$ cat src/rtl/pixel_pkg.sv
// Pixel/chunk payload types and Gaussian blur constants shared by the
// line-buffer, blur and classification stages.
package pixel_pkg;

  localparam int unsigned PIX_W      = 8;
  localparam int unsigned BLUR_ROW_W = 10;
  localparam int unsigned BLUR_SUM_W = 12;
  localparam int unsigned BLUR_SHIFT = 4;
  localparam int unsigned BLUR_RND   = 8;

  // Separable kernel: [1 2 1] along a row, then [1 2 1] across rows.
  localparam int unsigned BLUR_K_OUTER = 1;
  localparam int unsigned BLUR_K_INNER = 2;

  typedef logic [PIX_W-1:0] chan_t;

  typedef struct packed {
    chan_t red;
    chan_t grn;
    chan_t blu;
  } pixel_t;

  // chunk[row][col]; row 0 = oldest line, col 0 = oldest column
  typedef pixel_t [2:0][2:0] chunk_t;
  typedef chan_t  [2:0][2:0] chan_chunk_t;

  typedef logic [2:0][BLUR_ROW_W-1:0] blur_row_t;

  function automatic logic [BLUR_SUM_W-1:0] blur_tap(
    input logic [BLUR_SUM_W-1:0] a,
    input logic [BLUR_SUM_W-1:0] b,
    input logic [BLUR_SUM_W-1:0] c
  );
    return a * BLUR_SUM_W'(BLUR_K_OUTER)
         + b * BLUR_SUM_W'(BLUR_K_INNER)
         + c * BLUR_SUM_W'(BLUR_K_OUTER);
  endfunction

endpackage

$ cat src/rtl/axis_if.sv
// Minimal AXI-stream style handshake bundle with a typed payload.
interface axis_if #(
  parameter type data_t = logic [7:0]
);
  data_t data;
  logic  vld;
  logic  rdy;

  modport master (output data, output vld, input rdy);
  modport slave  (input data, input vld, output rdy);
endinterface

$ cat src/rtl/chunk_blur_chan.sv
// One colour channel of the 3x3 Gaussian blur: row taps (S1), column
// tap (S2), round/shift or centre bypass (S3). All stages load on adv_i.
module blur_chan
  import pixel_pkg::*;
(
  input  logic        clk,
  input  logic        rst,
  input  logic        adv_i,
  input  chan_chunk_t px_i,
  input  logic        byp_i,
  output chan_t       px_o
);

  blur_row_t             row_q, row_d;
  logic [BLUR_SUM_W-1:0] tot_q, tot_d;
  logic [BLUR_SUM_W-1:0] rnd_c;
  chan_t                 ctr1_q, ctr2_q;
  logic                  byp1_q, byp2_q;
  chan_t                 px_q, px_d;

  always_comb begin
    row_d[0] = BLUR_ROW_W'(blur_tap(BLUR_SUM_W'(px_i[0][0]), BLUR_SUM_W'(px_i[0][1]),
                                    BLUR_SUM_W'(px_i[0][2])));
    row_d[1] = BLUR_ROW_W'(blur_tap(BLUR_SUM_W'(px_i[1][0]), BLUR_SUM_W'(px_i[1][1]),
                                    BLUR_SUM_W'(px_i[1][2])));
    row_d[2] = BLUR_ROW_W'(blur_tap(BLUR_SUM_W'(px_i[2][0]), BLUR_SUM_W'(px_i[2][1]),
                                    BLUR_SUM_W'(px_i[2][2])));
    tot_d    = blur_tap(BLUR_SUM_W'(row_q[0]), BLUR_SUM_W'(row_q[1]), BLUR_SUM_W'(row_q[2]));
    // Total is at most 4080, so the rounded quotient always fits in 8 bits.
    rnd_c    = (tot_q + BLUR_SUM_W'(BLUR_RND)) >> BLUR_SHIFT;
    px_d     = byp2_q ? ctr2_q : PIX_W'(rnd_c);
    assert (rnd_c <= BLUR_SUM_W'(255));
  end

  always_ff @(posedge clk or posedge rst) begin
    if (rst) begin
      row_q  <= '0;
      ctr1_q <= '0;
      byp1_q <= 1'b0;
      tot_q  <= '0;
      ctr2_q <= '0;
      byp2_q <= 1'b0;
      px_q   <= '0;
    end else if (adv_i) begin
      row_q  <= row_d;
      ctr1_q <= px_i[1][1];
      byp1_q <= byp_i;
      tot_q  <= tot_d;
      ctr2_q <= ctr1_q;
      byp2_q <= byp1_q;
      px_q   <= px_d;
    end
  end

  assign px_o = px_q;

endmodule

$ cat src/rtl/chunk_blur.sv
// 3x3 Gaussian blur stage: one chunk in, one smoothed RGB pixel out,
// three-deep pipeline with AXI-stream backpressure.
module chunk_blur
  import pixel_pkg::*;
#(
  parameter bit          BYPASS_EN = 1'b1,
  parameter int unsigned CNT_W     = 32
) (
  input  logic             clk,
  input  logic             rst,
  input  logic             en,
  input  logic             bypass,
  axis_if.slave            axis_i,
  axis_if.master           axis_o,
  output logic [CNT_W-1:0] out_cnt
);

  logic             adv_c;
  logic             acc_c;
  logic             byp_c;
  logic [2:0]       vld_q, vld_d;
  logic [CNT_W-1:0] cnt_q, cnt_d;
  chunk_t           chunk_c;
  chan_chunk_t      red_c, grn_c, blu_c;
  chan_t            red_px, grn_px, blu_px;

  always_comb begin
    adv_c   = ~vld_q[2] | axis_o.rdy;
    acc_c   = axis_i.vld & adv_c & en & ~rst;
    byp_c   = bypass & BYPASS_EN;
    chunk_c = axis_i.data;
    vld_d   = adv_c ? {vld_q[1:0], acc_c} : vld_q;
    cnt_d   = cnt_q + CNT_W'(vld_q[2] & axis_o.rdy);
  end

  for (genvar r = 0; r < 3; r++) begin : g_row
    for (genvar c = 0; c < 3; c++) begin : g_col
      assign red_c[r][c] = chunk_c[r][c].red;
      assign grn_c[r][c] = chunk_c[r][c].grn;
      assign blu_c[r][c] = chunk_c[r][c].blu;
    end
  end

  blur_chan u_red (.clk(clk), .rst(rst), .adv_i(adv_c), .px_i(red_c), .byp_i(byp_c), .px_o(red_px));
  blur_chan u_grn (.clk(clk), .rst(rst), .adv_i(adv_c), .px_i(grn_c), .byp_i(byp_c), .px_o(grn_px));
  blur_chan u_blu (.clk(clk), .rst(rst), .adv_i(adv_c), .px_i(blu_c), .byp_i(byp_c), .px_o(blu_px));

  always_ff @(posedge clk or posedge rst) begin
    if (rst) begin
      vld_q <= '0;
      cnt_q <= '0;
    end else begin
      vld_q <= vld_d;
      cnt_q <= cnt_d;
    end
  end

  assign axis_i.rdy  = adv_c & en & ~rst;
  assign axis_o.vld  = vld_q[2];
  assign axis_o.data = {red_px, grn_px, blu_px};
  assign out_cnt     = cnt_q;

endmodule

$ cat src/flat_wrapper.sv
// flat-port wrapper written by rule: the top's interface ports become plain ports
module chunk_blur_flat import pixel_pkg::*;
#(
  parameter bit          BYPASS_EN = 1'b1,
  parameter int unsigned CNT_W     = 32
)
  (clk, rst, en, bypass, out_cnt, axis_i_data, axis_i_vld, axis_i_rdy, axis_o_data, axis_o_vld, axis_o_rdy);
  axis_if #(.data_t(chunk_t)) axis_i_i ();
  axis_if #(.data_t(pixel_t)) axis_o_i ();
  input  logic clk;
  input  logic rst;
  input  logic en;
  input  logic bypass;
  output logic [CNT_W-1:0] out_cnt;
  input wire logic [$bits(axis_i_i.data)-1:0] axis_i_data;
  input wire logic [$bits(axis_i_i.vld)-1:0] axis_i_vld;
  output wire logic [$bits(axis_i_i.rdy)-1:0] axis_i_rdy;
  output wire logic [$bits(axis_o_i.data)-1:0] axis_o_data;
  output wire logic [$bits(axis_o_i.vld)-1:0] axis_o_vld;
  input wire logic [$bits(axis_o_i.rdy)-1:0] axis_o_rdy;
  assign axis_i_i.data = axis_i_data;
  assign axis_i_i.vld = axis_i_vld;
  assign axis_i_rdy = axis_i_i.rdy;
  assign axis_o_data = axis_o_i.data;
  assign axis_o_vld = axis_o_i.vld;
  assign axis_o_i.rdy = axis_o_rdy;
  chunk_blur #(.BYPASS_EN(BYPASS_EN), .CNT_W(CNT_W)) u_core (.clk(clk), .rst(rst), .en(en), .bypass(bypass), .axis_i(axis_i_i), .axis_o(axis_o_i), .out_cnt(out_cnt));
endmodule
$ cat config.mk
export PLATFORM = sky130hd
export DESIGN_NAME = chunk_blur_flat
export DESIGN_NICKNAME = d
export VERILOG_FILES = /design/src/rtl/pixel_pkg.sv /design/src/rtl/axis_if.sv /design/src/rtl/chunk_blur_chan.sv /design/src/rtl/chunk_blur.sv /design/src/flat_wrapper.sv
export SDC_FILE = /design/constraint.sdc
export NUM_CORES = 1
export LEC_CHECK = 0
export BUFFER_PORTS_ARGS = -buffer_cell sky130_fd_sc_hd__clkbuf_2
export CAP_MARGIN = 30
export CORE_ASPECT_RATIO = 0.5
export CORE_MARGIN = 2
export CORE_UTILIZATION = 30
export CTS_BUF_LIST = sky130_fd_sc_hd__clkbuf_2
export CTS_CLUSTER_DIAMETER = 50
export CTS_CLUSTER_SIZE = 8
export DETAILED_ROUTE_END_ITERATION = 6
export RECOVER_POWER = 50
export SLEW_MARGIN = 0
export SYNTH_ARGS = -nofsm -noshare
export SYNTH_HDL_FRONTEND = slang
export SYNTH_SLANG_ARGS = --single-unit
$ cat constraint.sdc
create_clock -name clk -period 12.3 [get_ports clk]
set_input_delay 2.46 -clock clk [delete_from_list [all_inputs] [get_ports clk]]
set_output_delay 2.46 -clock clk [all_outputs]
set_load 0.01 [all_outputs]
-- Yosys cells after proc, flatten, opt, wreduce, memory -nomap -nowiden
Cells that the tools add are included.
- bitwise operators: 9
- add/subtract/negate cells: 28
- multiplexer cells: 3
- operators with widths (operator ; number):
    adder 10 x 8 -> 10 bit ; 9
    adder 8 x 9 -> 10 bit ; 9
    adder 10 x 11 -> 12 bit ; 3
    adder 12 x 10 -> 12 bit ; 3
    adder 12 x 4 -> 12 bit, second input constant ; 3
    adder 32 bit ; 1
    2-to-1 mux 8 bit ; 3
    bitwise AND 1 bit ; 6
    inverter 1 bit ; 2
    bitwise OR 1 bit ; 1
- bits in registers: 235
- output and inout bits: 58

-- Longest topological paths before layout
Gate-level depths: netlist of run 1.
- depth after elaboration: 5
- mapped depth: 10
- gate-level depth less buffers: 10

-- Modules after synthesis
Synthesis of run 1 repeated with hierarchy kept, for this count alone.
- cells, all modules: 1388
- area, all modules: 15349.7 um^2
- modules (own cells, without submodules) (module ; area each (um^2) ; sequential area each (um^2) ; times used ; cells an instance):
    blur_chan at u_core.u_blu ; 4594.4 ; 1626.6 ; 1 ; 418
    blur_chan at u_core.u_grn ; 4590.7 ; 1626.6 ; 1 ; 419
    blur_chan at u_core.u_red ; 4584.4 ; 1626.6 ; 1 ; 413
    chunk_blur ; 1580.3 ; 875.8 ; 1 ; 138

-- Worst setup path after synthesis of run 1
No wires, ideal clock.
- kind: in2out
- start point: input rst
- end point: output axis_i_rdy
- stages: 2
- path buffers: 0
- slack: 1.971 ns
- required time: 9.840 ns
- arrival time: 7.869 ns
- cells stage by stage: inv_1 > and3_1
- word-level cells in the longest chain between the ends: 2
- RTL lines (what ; line ; RTL):
    start, declared ; flat_wrapper.sv:11 ; input logic rst;
    inverter 1 bit ; chunk_blur.sv:58 ; assign axis_i.rdy = adv_c & en & ~rst;
    bitwise AND 1 bit ; chunk_blur.sv:58 ;
    end, declared ; flat_wrapper.sv:17 ; output wire logic [$bits(axis_i_i.rdy)-1:0] axis_i_rdy;
Every way passes these cells.

-- Final worst setup path of run 1
- start point: input axis_o_rdy
- end point: output axis_i_rdy
- word-level cells in the longest chain between the ends: 3
- RTL lines (what ; line ; RTL):
    start, declared ; flat_wrapper.sv:20 ; input wire logic [$bits(axis_o_i.rdy)-1:0] axis_o_rdy;
    bitwise OR 1 bit ; chunk_blur.sv:28 ; adv_c = ~vld_q[2] | axis_o.rdy;
    bitwise AND 1 bit (2 in a row) ; chunk_blur.sv:58 ;
Every way passes these cells.

==> metrics.txt, run 1 <==
fmax 163 MHz; antenna-violating nets left 0; vias post-DR 11267; GRT overflow 0; CTS tree built; Avg Inst Size Synth 9.80 um^2; Area Overhead vs Synth 15.6%; final wirelength 34.9 mm; sw power 1480 uW; Post-Synth XOR/XNOR Area 6.69%; family with the most delay on the worst path simple AND/OR/NAND/NOR gates; Final Net Count 2219; Worst Path Arrival 3670 ps; Setup Buffers After CTS 0; Final setup viols 0; share of layout cells above drive strength 1 19.5%; Primary FF master, synth dfrtp_1; Remaining DRCs 0; Hold Vio Cnt, Final 0; WL/cell 14.3 um; ys async rst share 100%; mux contribution to synthesized area 1.20%; vias in the first global route 11302; DP Wirelength 26.7 mm; Post-CTS Hold Buffers 0; crit-path max FO 17; CTS Buffer Depth 3; fill count 5078; clk_skew 28.9 ps; GPL Wtd Cong 0.807; Die Area 51200 um^2; Clock Power Share 10.5%; WS Path Type input pin to output pin; Die W 318 um; initial drt markers 542; cts repair resizes 0; register area share after synthesis 38.2%; Yosys Warn Count 0; Gate power share 55.3%; Vias/cell 4.62; clock root cell clkbuf_2; IO Pins 280; DR pass1 iterations 5; Mapped Area 14800 um^2; Post-synth EDFFs 0; critical path endpoint category output pin; clock sink total 226; Yosys reg bits 226; critical path cell sequence clkbuf_1 -> nand2b_1 -> and3_1 -> clkbuf_2; Syn Nets 1944; Clock H-tree levels 2; Worst Tran Pin Value 3740 ps; Initial Util 30.4%; failing checks max-capacitance violations, max-slew violations; WP data required 9840 ps; peak supply drop 0.0921 mV; core area 48600 um^2; Num CTS Buffers 35; leading cell type in the layout, fill and taps excluded nand2_1; first-pass GRT wire length 57.3 mm; CP startpoint kind input pin; overall power 3410 uW; all-layer global routing usage 13.7%; largest net degree at the start of global routing 229; Tmin final 6130 ps; largest family of logic cells by synthesized area adder cells; I/O Buffers 279; MaxCap Viol Count 3; Syn Inst Count 1510; die height 161 um; initial antenna violation count 1; slowest CP cell nand2b_1; Synth Area in Compound Gates 12.4%; worst hold slack 480 ps; WP buf/inv 2; switch share 43.4%; Cell Rows 57; result of the run finished, violations left; RSZ-0062 raised after global routing false; internal power 1930 uW; Slew HR -149%; clk slew on worst S/H paths 160 ps; slowest stage delay, CP 680 ps; Final Max Tran Viols 211; power per cell area 200 nW/um^2; most frequent cells in the layout 319 x nand2_1, 315 x clkbuf_2, 226 x dfrtp_1; Hold Crit Class register to register; post-route clock period utilization 49.9%; Pleak 0.00831 uW; Synth Area in Adders 22.9%; Yosys cell types 57; Setup TNS 0 ps; Flop pwr share 34.2%; Clock Latency Late Sink 790 ps; Post-Synth Simple-Gate Area 15.4%
-- logic make-up after synthesis --
logic type      count (synthesis)
fa+ha+maj                     212
simple gates                  533
xor+xnor                      113
buf+inv                       127
compound gates                282
flops                         226
mux                            17
-- Yosys cell counts, drive strengths merged (15+ instances only) --
cell type | instances | share of area [%]
nor3 | 32 | 1.1
ha | 113 | 9.6
nand3 | 27 | 0.91
xor2 | 55 | 3.3
buf | 15 | 0.39
xnor2 | 58 | 3.4
fa | 99 | 13
inv | 79 | 2.0
nand2 | 319 | 8.1
o21ai | 77 | 2.6
o211ai | 20 | 1.0
dfrtp | 226 | 38
a21o | 17 | 0.86
clkbuf | 33 | 0.84
nor2 | 99 | 2.5
a21oi | 82 | 2.8
-- worst reg2reg max path, cell delays in order (launching register included) --
cell	delay, ps
dfrtp_1	460
nand2b_1	620
clkbuf_1	2670
mux2_2	600
-- metrics by stage --
step | worst slack (ps) | area, um^2 | utilization [%] | instances
2_1_floorplan | 1970 | 14800 | - | 1510
3_3_place_gp | 6330 | 16900 | 34.8 | 2396
3_5_place_dp | 6330 | 16900 | 34.8 | 2396
4_1_cts | 6320 | 17100 | 35.2 | 2439
5_1_grt | 5590 | 17100 | 35.2 | 2441
6_report | 6170 | 17100 | 35.2 | 2441
-- layout make-up --
| class | count | area [um^2] | share of cell area (%) |
|---|---|---|---|
| antenna | 1 | 2.50 | 0.0146 |
| clock buffer | 38 | 190 | 1.11 |
| clock inverter | 5 | 27.5 | 0.161 |
| inverter | 79 | 304 | 1.78 |
| multi-input combinational | 1157 | 8660 | 50.7 |
| sequential | 226 | 5660 | 33.1 |
| tap | 649 | 812 | 4.75 |
| timing repair buffer | 286 | 1440 | 8.44 |
-- power by group through the flow --
| stage | combinational, uW | clock (uW) | sequential (uW) |
|---|---|---|---|
| 2_1_floorplan | 1450 | 0 | 1150 |
| 3_3_place_gp | 1880 | 0 | 1180 |
| 3_5_place_dp | 1910 | 0 | 1180 |
| 4_1_cts | 1920 | 383 | 1170 |
| 5_1_grt | 2160 | 413 | 1200 |
| 6_report | 1890 | 358 | 1170 |
-- path summary, 6_finish.rpt --
kind,endpoint,cells past startpoint,startpoint,slack (ps)
min,u_core.u_blu.ctr2_q[2],2,u_core.u_blu.ctr1_q[2],480
min reg2reg,u_core.u_blu.ctr2_q[2],2,u_core.u_blu.ctr1_q[2],480
max reg2reg,u_core.u_grn.px_o[7],3,u_core.vld_q[2],7880
min in group asynchronous,u_core.u_grn.row_q[10],2,rst,1740
max,axis_i_rdy,4,axis_o_rdy,6170
max in group asynchronous,u_core.u_blu.row_q[24],4,rst,6390
-- sequential cells by signal, indices dropped and copies added, names as in the netlist --
name,count
u_core.u_grn.row_q,30
u_core.u_red.tot_q,9
u_core.u_red.row_q,30
u_core.u_grn.ctr2_q,8
u_core.u_blu.ctr1_q,8
u_core.u_red.px_o,8
u_core.u_red.byp2_q,1
u_core.u_red.ctr1_q,8
u_core.u_grn.byp1_q,1
u_core.u_red.ctr2_q,8
u_core.vld_q,3
u_core.u_grn.ctr1_q,8
u_core.u_grn.tot_q,9
u_core.u_grn.px_o,8
u_core.u_blu.row_q,30
u_core.u_blu.px_o,8
u_core.u_blu.tot_q,9
u_core.u_blu.ctr2_q,8
u_core.out_cnt,32
-- layer usage --
metal,share of wire [%],global-route usage [%],wire [um],vias to the layer above
li1,-,-,-,5677
met1,43,17.2,15100,5456
met2,53,25.0,18500,92
met3,2.1,1.64,728,42
met4,1.7,3.30,583,0
met5,0,0,0,-
Power figures use the tool's default switching activity.
==> inputs of run 2 (changes only) <==
clock period = 5.4 ns   (was 12.3 ns; I/O delays follow)
==> metrics.txt, run 2 (synthesized netlist as in run 1, its figures left out) <==
cts repair resizes 0 (unchanged); initial antenna violation count 1 (unchanged); Setup TNS 0 ps (unchanged); reg2reg setup slack 1790 ps (was 7880 ps); first-pass GRT wire length 57.9 mm (was 57.3 mm); placed cells 2400 (was 2396); Pleak 0.00839 uW (was 0.00831 uW); I/O Buffers 279 (unchanged); Area Overhead vs Synth 16.4% (was 15.6%); Tmin final 3610 ps; Worst Tran Pin Value 2700 ps (was 3740 ps); WP data required 6150 ps (was 9840 ps); Clock H-tree levels 2 (unchanged); critical path endpoint category register (was output pin); fill count 5043 (was 5078); peak supply drop 0.224 mV (was 0.0921 mV); RR Endpoint u_core.u_red.row_q[29] (was u_core.u_grn.px_o[7]); R2R cell count 5 (was 3); core area 48600 um^2 (unchanged); Final setup viols 0 (unchanged); Cell Rows 57 (unchanged); die height 161 um (unchanged); Setup Buffers After CTS 0 (unchanged); Clock Latency Late Sink 820 ps (was 790 ps); Num CTS Buffers 36 (was 35); most frequent cells in the layout 319 x nand2_1, 318 x clkbuf_2, 226 x dfrtp_1 (was 319 x nand2_1, 315 x clkbuf_2, 226 x dfrtp_1); crit-path max FO 46 (was 17); Hold Crit Class input pin to asynchronous set/reset pin (was register to register); vias post-DR 11327 (was 11267); Die Area 51200 um^2 (unchanged); CTS tree built (unchanged); CTS Buffer Depth 3 (unchanged); DP Wirelength 27.5 mm (was 26.7 mm); Final Max Tran Viols 83 (was 211); clk_skew 44.1 ps (was 28.9 ps); Post-Layout Cell Count 2449 (was 2441); clk slew on worst S/H paths 150 ps (was 160 ps); clock sink total 226 (unchanged); antenna-violating nets left 0 (unchanged); GPL Wtd Cong 0.831 (was 0.807); Die W 318 um (unchanged); power per cell area 460 nW/um^2 (was 200 nW/um^2); post-route clock period utilization 66.8%; DR pass1 iterations 5 (unchanged); fmax 277 MHz; failing checks max-capacitance violations, max-slew violations (unchanged); Slew HR -80.3% (was -149%); clock root cell clkbuf_2 (unchanged); final wirelength 35.1 mm (was 34.9 mm); R2R Path Start u_core.vld_q[2] (unchanged); share of layout cells above drive strength 1 20.1% (was 19.5%); Initial Util 30.4% (unchanged); initial drt markers 527 (was 542); Remaining DRCs 0 (unchanged); result of the run finished, violations left (unchanged); Worst Path Arrival 4360 ps (was 3670 ps); area occupied by registers 5660 um^2 (unchanged); Vias/cell 4.63 (was 4.62); WS Path Type register to register (was input pin to output pin); GRT overflow 0 (unchanged); vias in the first global route 11549 (was 11302); Final Net Count 2223 (was 2219); Post-CTS Hold Buffers 0 (unchanged); largest net degree at the start of global routing 149 (was 229); overall power 7930 uW (was 3410 uW); RSZ-0062 raised after global routing false (unchanged); MaxCap Viol Count 2 (was 3); all-layer global routing usage 13.8% (was 13.7%); CP startpoint kind register (was input pin); area of the multi-input gates 8670 um^2 (was 8660 um^2); max reg flops 32 (unchanged); IO Pins 280 (unchanged); Hold Vio Cnt, Final 0 (unchanged); leading cell type in the layout, fill and taps excluded nand2_1 (unchanged); WL/cell 14.3 um (about the same)
## run 2: worst max-delay path by stage
stage                           startpoint                      to  slack (ps)
after floorplan                        rst              axis_i_rdy        -630
after global placement    axis_i_data[153]  u_core.u_grn.row_q[29]        1750
after detailed placement  axis_i_data[153]  u_core.u_grn.row_q[29]        1690
after CTS                  u_core.vld_q[2]              axis_i_rdy        1920
after global routing       u_core.vld_q[2]  u_core.u_red.row_q[29]        1410
final                      u_core.vld_q[2]  u_core.u_red.row_q[29]        1790
## run 2: layout make-up
cell class	count	area share (%)
antenna	1	0.0145
clock buffer	40	1.16
clock inverter	8	0.501
inverter	79	1.73
multi-input combinational	1157	50.3
sequential	226	32.8
tap	649	4.71
timing repair buffer	289	8.71
## run 2: through the flow
stage | utilization (%) | area [um^2] | hold WS, ps | worst slack [ps]
2_1_floorplan | - | 14800 | 430 | -632
3_3_place_gp | 34.9 | 17000 | 449 | 1750
3_5_place_dp | 34.9 | 17000 | 452 | 1690
4_1_cts | 35.5 | 17200 | 146 | 1920
5_1_grt | 35.4 | 17200 | 261 | 1410
6_report | 35.4 | 17200 | 348 | 1790
## run 2: critical path, stage by stage (launching register included)
cell,delay [ps]
dfrtp_1,490
nor2b_1,2040
buf_4,660
nor3_1,100
nor2_1,110
o41a_1,140
## run 2: where the power goes
part / internal [uW] / total (uW) / switching (uW)
logic: 1980 / 4350 / 2360
clock network: 298 / 919 / 622
registers: 2230 / 2660 / 434
total: 4510 / 7930 / 3420
## run 2: metal layers
layer / GRT usage, % / wire length (um)
met5: 0 / 0
met1: 16.9 / 14900
met3: 1.81 / 932
met2: 25.5 / 18500
met4: 3.92 / 772
==> inputs of run 3 (changes only) <==
clock period = 2.9 ns   (was 5.4 ns; I/O delays follow)
==> metrics.txt, run 3 (synthesized netlist as in run 1, its figures left out) <==
reg2reg setup slack 260 ps (was 1790 ps); RR Endpoint u_core.u_grn.tot_q[10] (was u_core.u_red.row_q[29]); CTS tree built (unchanged); RSZ-0062 raised after global routing false (unchanged); share of layout cells above drive strength 1 20.8% (was 20.1%); vias post-DR 11496 (was 11327); cts repair resizes 0 (unchanged); MaxCap Viol Count 2 (unchanged); die height 161 um (unchanged); clk_skew 75.1 ps (was 44.1 ps); clock sink total 226 (unchanged); power per cell area 836 nW/um^2 (was 460 nW/um^2); Clock Latency Late Sink 810 ps (was 820 ps); DR pass1 iterations 5 (unchanged); GRT overflow 0 (unchanged); slowest stage delay, CP 530 ps (was 2040 ps); Remaining DRCs 0 (unchanged); critical path endpoint category register (unchanged); CP startpoint kind input pin (was register); Area Overhead vs Synth 18.9% (was 16.4%); Initial Util 30.4% (unchanged); post-route clock period utilization 93.0%; Die Area 51200 um^2 (unchanged); most frequent cells in the layout 319 x nand2_1, 318 x clkbuf_2, 225 x dfrtp_1 (was 319 x nand2_1, 318 x clkbuf_2, 226 x dfrtp_1); vias in the first global route 11779 (was 11549); Final Max Tran Viols 145 (was 83); Num CTS Buffers 35 (was 36); area occupied by registers 5660 um^2 (about the same); IO Pins 280 (unchanged); final wirelength 35.5 mm (was 35.1 mm); Worst Path Arrival 3410 ps (was 4360 ps); WHS Endpoint u_core.u_grn.ctr1_q[5]; largest net degree at the start of global routing 166 (was 149); critical path cell sequence dlygate4sd3_1 -> clkbuf_2 -> inv_1 -> fa_1 -> inv_1 -> ha_1 -> fa_1 -> a21o_1 -> a21oi_2 -> nor2_1 -> o311a_1 -> o41a_1 (was nor2b_1 -> buf_4 -> nor3_1 -> nor2_1 -> o41a_1); Hold Path Stages 3; Clock H-tree levels 2 (unchanged); peak supply drop 0.502 mV (was 0.224 mV); Slew HR -23.4% (was -80.3%); core area 48600 um^2 (unchanged); fill count 5081 (was 5043); WL/cell 14.3 um (about the same); R2R cell count 7 (was 5); Setup TNS 0 ps (unchanged); initial drt markers 594 (was 527); antenna-violating nets left 0 (unchanged); Final setup viols 0 (unchanged); Hold Crit Class input pin to register (was input pin to asynchronous set/reset pin); Hold Vio Cnt, Final 0 (unchanged); DP Wirelength 27.2 mm (was 27.5 mm); I/O Buffers 279 (unchanged); crit-path max FO 2 (was 46); Vias/cell 4.62 (was 4.63); WP data required 3610 ps (was 6150 ps); area of the multi-input gates 8680 um^2 (was 8670 um^2); clock root cell clkbuf_2 (unchanged); Cell Rows 57 (unchanged); Worst Tran Pin Value 1850 ps (was 2700 ps); CTS Buffer Depth 3 (unchanged); Die W 318 um (unchanged); all-layer global routing usage 14.0% (was 13.8%); initial antenna violation count 2 (was 1); beginning of the worst hold path axis_i_data[109]; WS Path Type input pin to register (was register to register); max reg flops 32 (unchanged); worst hold slack 81.5 ps (was 348 ps); R2R Path Start u_core.u_grn.row_q[2] (was u_core.vld_q[2]); slowest CP cell dlygate4sd3_1 (was nor2b_1); clk slew on worst S/H paths 160 ps (was 150 ps); Tmin final 2700 ps; leading cell type in the layout, fill and taps excluded nand2_1 (unchanged); failing checks max-capacitance violations, max-slew violations (unchanged); Final Net Count 2265 (was 2223); fmax 371 MHz; first-pass GRT wire length 59.1 mm (was 57.9 mm); result of the run finished, violations left (unchanged); Pleak 0.00856 uW (was 0.00839 uW); GPL Wtd Cong 0.819 (was 0.831)
## run 3: through the flow
stage / power, uW / util [%] / instances / setup WS, ps / instance area (um^2)
after floorplan: 11100 / - / 1510 / -2130 / 14800
after global placement: 13100 / 35.3 / 2419 / -122 / 17200
after detailed placement: 13200 / 35.3 / 2419 / -131 / 17200
after CTS: 15000 / 36.3 / 2488 / 256 / 17600
after global routing: 16300 / 36.2 / 2489 / 45.9 / 17600
final: 14700 / 36.2 / 2489 / 202 / 17600
## run 3: worst max-delay path, delay by kind of cell
kind	cells	cell delay, ps
adders and majority gates	3	1090
and+or+nand+nor	1	50
buffers and inverters	4	730
AOI/OAI and AO/OA	4	950
## run 3: how the worst max path moves through the flow
stage                          startpoint                     end  slack (ps)
finish                    axis_i_data[96]  u_core.u_blu.row_q[19]         200
global route        u_core.u_grn.row_q[3]   u_core.u_grn.tot_q[9]          50
CTS                 u_core.u_grn.row_q[2]  u_core.u_grn.tot_q[10]         260
detailed placement       axis_i_data[153]  u_core.u_grn.row_q[29]        -130
global placement         axis_i_data[153]  u_core.u_grn.row_q[29]        -120
floorplan                             rst              axis_i_rdy       -2130
## run 3: layer usage
metal  vias to the layer above  wire length, um  track usage (%)
li1                       5753                -                -
met1                      5559            15400             17.4
met2                       136            18600             25.7
met3                        48              738             1.64
met4                         0              814             4.01
met5                         -                0                0
## run 3: where the power goes
| group | switching [uW] | leakage [uW] | internal [uW] |
|---|---|---|---|
| Clock | 1150 | 0.000194 | 459 |
| Combinational | 4330 | 0.00564 | 3790 |
| Sequential | 834 | 0.00273 | 4140 |
| Total | 6310 | 0.00856 | 8390 |
## run 3: cell type report
cell class              count  area share, %
multi-input cells        1157           49.3
flip-flops and latches    226           32.1
repair buffers            332           10.8
well taps                 649           4.61
inverters                  79           1.69
clock buffers              40           1.14
clock inverters             5          0.291
diodes                      1         0.0142
## run 3: repair_timing
| action | CTS | global route |
|---|---|---|
| setup endpoints to repair | 0 | 0 |
| setup buffers | 0 | 0 |
| hold buffers | 24 | 0 |
| hold endpoints to repair | 101 | 0 |
